===== config.mk =====
export PLATFORM = sky130hd
export DESIGN_NAME = regfile_mp
export DESIGN_NICKNAME = d
export VERILOG_FILES = /design/src/rtl/regfile_mp.sv
export SDC_FILE = /design/constraint.sdc
export NUM_CORES = 2
export LEC_CHECK = 0
export ABC_CLOCK_PERIOD_IN_PS = 3000
export CAP_MARGIN = 20
export CORE_MARGIN = 10
export CORE_UTILIZATION = 25
export DETAILED_ROUTE_END_ITERATION = 12
export PLACE_DENSITY_LB_ADDON = 0.2
export REMOVE_ABC_BUFFERS = 1
export SLEW_MARGIN = 40
export SYNTH_ARGS = -nofsm -noshare
export SYNTH_HDL_FRONTEND = slang
export SYNTH_SLANG_ARGS = --single-unit

===== constraint.sdc =====
create_clock -name CLK -period 3 [get_ports CLK]
set_clock_uncertainty 0.2 [all_clocks]
set_input_delay 0.6 -clock CLK [delete_from_list [all_inputs] [get_ports CLK]]
set_output_delay 0.6 -clock CLK [all_outputs]
set_load 0.02 [all_outputs]

===== src/rtl/regfile_mp.sv =====
// Multi-ported register file with a per-register pending scoreboard.
// Reads are combinational with optional same-cycle write forwarding; issue/writeback drive the scoreboard.
module regfile_mp #(
  parameter int DATA_W   = 32,
  parameter int NREGS    = 32,
  parameter int NRD      = 2,
  parameter int NWR      = 2,
  parameter int BYPASS   = 1,
  parameter int ZERO_REG = 1,
  localparam int AW      = $clog2(NREGS)
) (
  input  logic                  CLK,
  input  logic                  nRST,
  input  logic [NWR-1:0]        wen,
  input  logic [NWR*AW-1:0]     wsel,
  input  logic [NWR*DATA_W-1:0] wdata,
  input  logic [NRD*AW-1:0]     rsel,
  output logic [NRD*DATA_W-1:0] rdata,
  output logic [NRD-1:0]        rpend,
  input  logic                  iss_valid,
  input  logic [AW-1:0]         iss_rd,
  output logic                  iss_ready,
  input  logic                  flush,
  output logic [NREGS-1:0]      pend_vec,
  output logic                  werr
);

  logic [AW-1:0]     wsel_a  [NWR];
  logic [DATA_W-1:0] wdata_a [NWR];
  logic [AW-1:0]     rsel_a  [NRD];
  logic [NWR-1:0]    wr_eff;

  logic [DATA_W-1:0] regs [NREGS];
  logic [NREGS-1:0]  pend_q;
  logic [NREGS-1:0]  pend_next;
  logic [NREGS-1:0]  wclr_mask;
  logic [NREGS-1:0]  iss_set_mask;
  logic              werr_q;
  logic              wr_coll;
  logic              iss_acc;

  for (genvar wi = 0; wi < NWR; wi++) begin : g_wport
    assign wsel_a[wi]  = wsel[wi*AW +: AW];
    assign wdata_a[wi] = wdata[wi*DATA_W +: DATA_W];
    assign wr_eff[wi]  = wen[wi] && !((ZERO_REG != 0) && (wsel_a[wi] == '0));
  end

  for (genvar ri = 0; ri < NRD; ri++) begin : g_rport
    assign rsel_a[ri] = rsel[ri*AW +: AW];
  end

  // Any pair of effective writes landing on the same register flags an error.
  always_comb begin
    wr_coll = 1'b0;
    for (int i = 0; i < NWR; i++) begin
      for (int k = i + 1; k < NWR; k++) begin
        if (wr_eff[i] && wr_eff[k] && (wsel_a[i] == wsel_a[k])) wr_coll = 1'b1;
      end
    end
  end

  always_comb begin
    wclr_mask = '0;
    for (int i = 0; i < NWR; i++) begin
      if (wr_eff[i]) wclr_mask[wsel_a[i]] = 1'b1;
    end
  end

  assign iss_ready = !flush && !pend_q[iss_rd];
  assign iss_acc   = iss_valid && iss_ready;

  always_comb begin
    iss_set_mask = '0;
    if (iss_acc && !((ZERO_REG != 0) && (iss_rd == '0))) iss_set_mask[iss_rd] = 1'b1;
  end

  // Set is OR'd after the clear so a same-cycle reissue keeps the bit.
  assign pend_next = flush ? '0 : ((pend_q & ~wclr_mask) | iss_set_mask);

  always_ff @(posedge CLK or negedge nRST) begin
    if (!nRST) begin
      pend_q <= '0;
      werr_q <= 1'b0;
    end else begin
      pend_q <= pend_next;
      werr_q <= flush ? 1'b0 : (werr_q | wr_coll);
    end
  end

  // Ascending port order: the last non-blocking assignment (highest port) wins.
  always_ff @(posedge CLK or negedge nRST) begin
    if (!nRST) begin
      for (int r = 0; r < NREGS; r++) regs[r] <= '0;
    end else begin
      for (int i = 0; i < NWR; i++) begin
        if (wr_eff[i]) regs[wsel_a[i]] <= wdata_a[i];
      end
    end
  end

  always_comb begin
    rdata = '0;
    rpend = '0;
    for (int j = 0; j < NRD; j++) begin
      rdata[j*DATA_W +: DATA_W] = regs[rsel_a[j]];
      rpend[j]                  = pend_q[rsel_a[j]];
      if (BYPASS != 0) begin
        for (int i = 0; i < NWR; i++) begin
          if (wr_eff[i] && (wsel_a[i] == rsel_a[j])) begin
            rdata[j*DATA_W +: DATA_W] = wdata_a[i];
            rpend[j]                  = 1'b0;
          end
        end
      end
      if ((ZERO_REG != 0) && (rsel_a[j] == '0)) begin
        rdata[j*DATA_W +: DATA_W] = '0;
        rpend[j]                  = 1'b0;
      end
    end
  end

  assign pend_vec = pend_q;
  assign werr     = werr_q;

endmodule

Word level (Yosys, flattened, before mapping). Cells that the tools add are included. W data, S select, Z words.

Bits in registers: 1057. Bits in latches: 0. Bits in writable memories: 0. Bits in read-only memories: 0. Bits of input ports: 95. Output and inout bits: 100. Word-level logic and storage cells: 132. Memories kept: 0.

Add/sub/neg operators: 0. Multipliers: 0. Div/mod/pow operators: 0. Order comparisons: 14. Equality and inequality tests: 5. Shift operators: 0. Muxes and demuxes: 44. Bitwise operators: 9. Reductions and logical operators: 26.

Operators by type and width (count): $bwmux W1024 (2); $mux W1024 (2); $mux W32 (16); $bmux W32 S5 (2); $demux W32 S5 (2); $or A32 B32 Y32 (2); $and A32 B32 Y32 (1); $not A32 Y32 (1); $lt A5 B6 Y1 const B (5); $eq A5 B5 Y1 (5); $logic_not A5 Y1 (5); $ge A6 B6 Y1 const B (4); $not A5 Y6 (4); $logic_and A1 B1 Y1 (16); $bmux W1 S5 (3); $demux W1 S5 (3); $ge A5 B1 Y1 const B (3); $mux W1 (14); $lt A6 B1 Y1 const B (2); $logic_not A1 Y1 (5); $or A1 B1 Y1 (1).

Longest topological paths before layout.
Depth after elaboration: 11. Mapped depth: 10. Gate-level depth less buffers: 5.

Least setup slack after synthesis. No wires, ideal clock.

Path kind: input port to output port. Start point: input port wsel[5]. End point: output port rdata[33]. Arrival: 2.477 ns. Setup slack: -0.277 ns. Cell stages on the path: 7. Cells stage by stage: clkbuf_1 xnor2_1 nand2_1 nor3_1 clkbuf_1 nor3_1 a211oi_1.

Longest elaborated chain between the ends: 6. Elaborated cells between the ends (all ways): 7. Those cells by class: eq/ne: 1; mux: 2; reduce/logical: 4.

Ends and longest elaborated chain: start, declared (line 15) `input logic [NWR*AW-1:0] wsel,`; $logic_not A5 Y1 (line 45) `assign wr_eff[wi] = wen[wi] && !((ZERO_REG != 0) && (wsel_a[wi] == '0));`; $logic_not A1 Y1 (line 45); $logic_and A1 B1 Y1 (line 45); $logic_and A1 B1 Y1 * (line 109) `if (wr_eff[i] && (wsel_a[i] == rsel_a[j])) begin`; $mux W32 * (line 109); $mux W32 * (line 115) `if ((ZERO_REG != 0) && (rsel_a[j] == '0)) begin`; end, declared (line 18) `output logic [NRD*DATA_W-1:0] rdata,`.

Every way passes the cells marked *; elsewhere a longest branch is shown, timed or not.

Worst setup path in the final report.
Start point: register regs[670] in the netlist's numbering. End point: output port rdata[30].

Longest elaborated chain between the ends: 6.

Ends and longest elaborated chain: start, declared (line 33) `logic [DATA_W-1:0] regs [NREGS];`; start signal, assigned by index (line 96) `if (wr_eff[i]) regs[wsel_a[i]] <= wdata_a[i];`; $bmux W32 S5 (line 105) `rdata[j*DATA_W +: DATA_W] = regs[rsel_a[j]];`; $mux W32 (not written as such) (2 in a row) (line 105); $mux W32 (2 in a row) (line 109); $mux W32 (line 115).

No other way between the ends. The select of a mux whose other input is x is not followed.

==> results.sh <==
export IMPL_synth_seq_area_share_pct=39.1
export IMPL_crit_arrival_ns=2.93
export IMPL_maxCapViolations=0
export IMPL_seq_area_sq_um=26500
export IMPL_first_pass_iters=6
export IMPL_ys_warnings_count=0
export IMPL_cts_buffers=136
export IMPL_r2r_end="pend_vec[16]$_DFF_PN0_"
export IMPL_reg2regPathDepth=8
export IMPL_grt_overflow_total=0
export IMPL_final_common_cell="mux2i_1"
export IMPL_nets=7698
export IMPL_die_w_um=540
export IMPL_min_path_type="in2async"
export IMPL_synth_cell_type_count=68
export IMPL_start_util_pct=25.1
export IMPL_p_int_mw=36.8
export IMPL_maxSlewHeadroom_pct=42.3
export IMPL_power_frac_seq_pct=38.3
export IMPL_die_area_sq_um=292000
export IMPL_rows=191
export IMPL_port_buffers=194
export IMPL_coreArea_sq_um=270000
export IMPL_synth_seq_cells=1057
export IMPL_die_y_um=540
export IMPL_cts_tree="built"
export IMPL_drive_above_1_share_pct=31.9
export IMPL_multi_input_area_sq_um=40800
export IMPL_r2r_slack_ns=0.44
export IMPL_crit_type="reg2out"
export IMPL_pwr_share_clk_pct=31.4
export IMPL_dp_hpwl_um=249000
export IMPL_area_growth_pct=39.5
export IMPL_setup_viol=67
export IMPL_drv_slew=0
export IMPL_clkLatencyLatePin_ns=0.82
export IMPL_vias_per_cell=5.65
export IMPL_end_kind="output pin"
export IMPL_fin_crit_sh_pct=124
export IMPL_slowest_delay_ns=0.48
export IMPL_power_density_nw_per_um2=581
export IMPL_clk_pin_slew_ns=0.06
export IMPL_synthCells=6843
export IMPL_rsz0062_at_grt="yes"
export IMPL_p_comb_share_pct=30.3
export IMPL_drt_total_wl_um=379000
export IMPL_status="finished with violations"
export IMPL_place_ws_ns=-1.60
export IMPL_grt_usage_pct=24.8
export IMPL_timing_final_ws_setup_ns=-0.733
export IMPL_cp_data_required_time_ns=2.20
export IMPL_root_buffer="clkbuf_16"
export IMPL_clock_sinks=1057
export IMPL_crit_fanout=3
export IMPL_layout_common_cells="1202 x mux2i_1, 1057 x dfrtp_1, 950 x a21oi_1"
export IMPL_n_fill_cell=26800
export IMPL_grt_pass1_vias=61800
export IMPL_vias=63700
export IMPL_grt_max_degree=104
export IMPL_max_clock_path_buffers=3
export IMPL_h_tree_depth=4
export IMPL_crit_path_start_kind="flip-flop"
export IMPL_drt_wirelength_per_cell_um=33.6
export IMPL_p_sw_mw=18.1
export IMPL_netSwitchingFraction_pct=33.0
export IMPL_antenna_left=0
export IMPL_slowest_stage="mux4_2"
export IMPL_grt_pass1_wl_um=520000
export IMPL_drt_drc_violations_left=0
export IMPL_synthArstFlopShare_pct=100
export IMPL_fmax_mhz=268
export IMPL_io_pins=195
export IMPL_crit_buf_inv=3
export IMPL_p_leak_nw=40.6
export IMPL_violations="negative setup slack"
export IMPL_grt_antenna_before_repair=15
export IMPL_fin_crit_ns=3.73
export IMPL_ir_drop_uv=623
export IMPL_synth_edf_count=0
export IMPL_gp_congestion=0.898
export IMPL_syn_cell_area_sq_um=67700
export IMPL_worst_r2r_startpoint="pend_vec[10]$_DFF_PN0_"
export IMPL_drt_iter0_markers=8066
export IMPL_worst_slew_pin_slew_ns=0.865
export IMPL_finish_utilization_pct=34.9
export IMPL_cp_top_family="multiplexers"
export IMPL_synth_ff_type="dfrtp_1"
export IMPL_hold_violations=0
export IMPL_path_cells="mux4_2, mux2i_2, buf_4, nor2_2, nand4b_1, buf_6, a32o_2, buf_12"
export IMPL_syn_avg_cell_area_sq_um=9.89
[through the flow]
step	total power [mW]	TNS (ns)	hold slack (ns)	cell area, sq um	instances
2_1_floorplan	28.2	-510.29	0.104	64000	5971
3_3_place_gp	35.4	-180.41	0.180	82700	10800
3_5_place_dp	35.7	-178.93	0.185	82800	10800
4_1_cts	54.4	-36.69	0.0785	92800	11200
5_1_grt	57.1	-38.41	0.110	94500	11300
6_report	54.9	-36.27	0.112	94500	11300
[layout make-up]
type | count | area share [%]
Multi-Input combinational cell | 4912 | 43.1
Sequential cell | 1057 | 28.0
Timing Repair Buffer | 1494 | 19.3
Tap cell | 3570 | 4.73
Clock buffer | 200 | 4.22
Clock inverter | 38 | 0.552
Antenna cell | 6 | 0.0159
Inverter | 2 | 0.00795
[synthesized netlist by cell type, drive strengths merged, types with 3 or more instances]
cell     number  area, sq um
a31oi         8         50.1
a22o         38          333
dfrtp      1057        26500
nor2        749         2840
a221o        17          170
and3b         4         35.0
buf         313         1600
or3           6         37.5
xor2         10         87.6
mux2         72          811
nor4         38          238
a211oi       56          420
clkbuf      559         2100
mux2i      1238        12400
and4         15          131
a221oi       19          166
nand4bb       3         33.8
a32oi        13          114
nor3b         9         72.6
and2          5         31.3
o221a        13          146
a2111oi      18          175
nand3b       24          180
or2           7         43.8
o211ai       31          238
nand4b       11         96.3
or4bb         9          101
and3        103          644
nor3         66          330
a22oi       135         1010
nand3        50          250
nand2b       14         87.6
nand4         3         18.8
xnor2        15          131
o22ai        86          538
a21oi       961         4810
a311oi       20          175
mux4        326         7340
o21ai       308         1540
nand2       357         1340
nor2b        41          257
[kinds of logic (layout without fill, tap and decap cells)]
kind of cell / after synthesis / in the layout / synth area share, %
AO/OA/AOI/OAI: 1730 / 1730 / 14.7
multiplexers: 1636 / 1636 / 30.3
AND/OR/NAND/NOR: 1521 / 1521 / 10.1
flip-flops: 1057 / 1057 / 39.1
buffers and inverters: 874 / 1734 / 5.48
XOR/XNOR: 25 / 25 / 0.323
other: 0 / 6 / 0
[layer usage]
metal / wire, um / track usage [%] / vias to the layer above
li1: - / - / 26600
met1: 160000 / 33.5 / 32600
met2: 163000 / 36.9 / 3611
met3: 34900 / 6.26 / 865
met4: 21100 / 12.0 / 4
met5: 27 / 0 / -
[worst max path at each step]
stage	from	end	slack [ns]	cells past startpoint
2_1_floorplan	wsel[5]	rdata[62]	-2.17	5
3_3_place_gp	wsel[2]	rdata[39]	-1.65	10
3_5_place_dp	wsel[2]	rdata[39]	-1.60	10
5_1_grt	regs[574]$_DFF_PN0_	rdata[30]	-0.77	8
4_1_cts	regs[574]$_DFF_PN0_	rdata[30]	-0.76	8
6_report	regs[670]$_DFF_PN0_	rdata[30]	-0.73	8
[power by group through the flow]
stage | combinational, mW | clock, mW | sequential [mW]
3_3_place_gp | 14.4 | 0 | 20.9
3_5_place_dp | 14.7 | 0 | 21.1
4_1_cts | 16.1 | 17.5 | 20.8
6_report | 16.6 | 17.3 | 21.0
5_1_grt | 17.7 | 18.0 | 21.4
2_1_floorplan | 8.27 | 0 | 20.0
[sequential cells by signal (all words and copies together), names as in the netlist]
register / count
regs: 1024
pend_vec: 32
werr: 1
[worst register-to-register path: stages, from the launching register on]
cell	delay (ns)
dfrtp_1	0.39
buf_4	0.16
mux4_2	0.47
a21oi_1	0.20
buf_4	0.14
o311ai_0	0.20
buf_4	0.21
or2_2	0.34
o21ai_0	0.18
[repair_timing]
action	in CTS	in global routing
hold buffers	1	0
pin swaps	191	153
cloned	36	4
hold endpoints to repair	236	0
resized for setup	679	235
setup endpoints to repair	67	67
setup buffers	190	101
No activity file was read; power rests on OpenSTA's default activity.
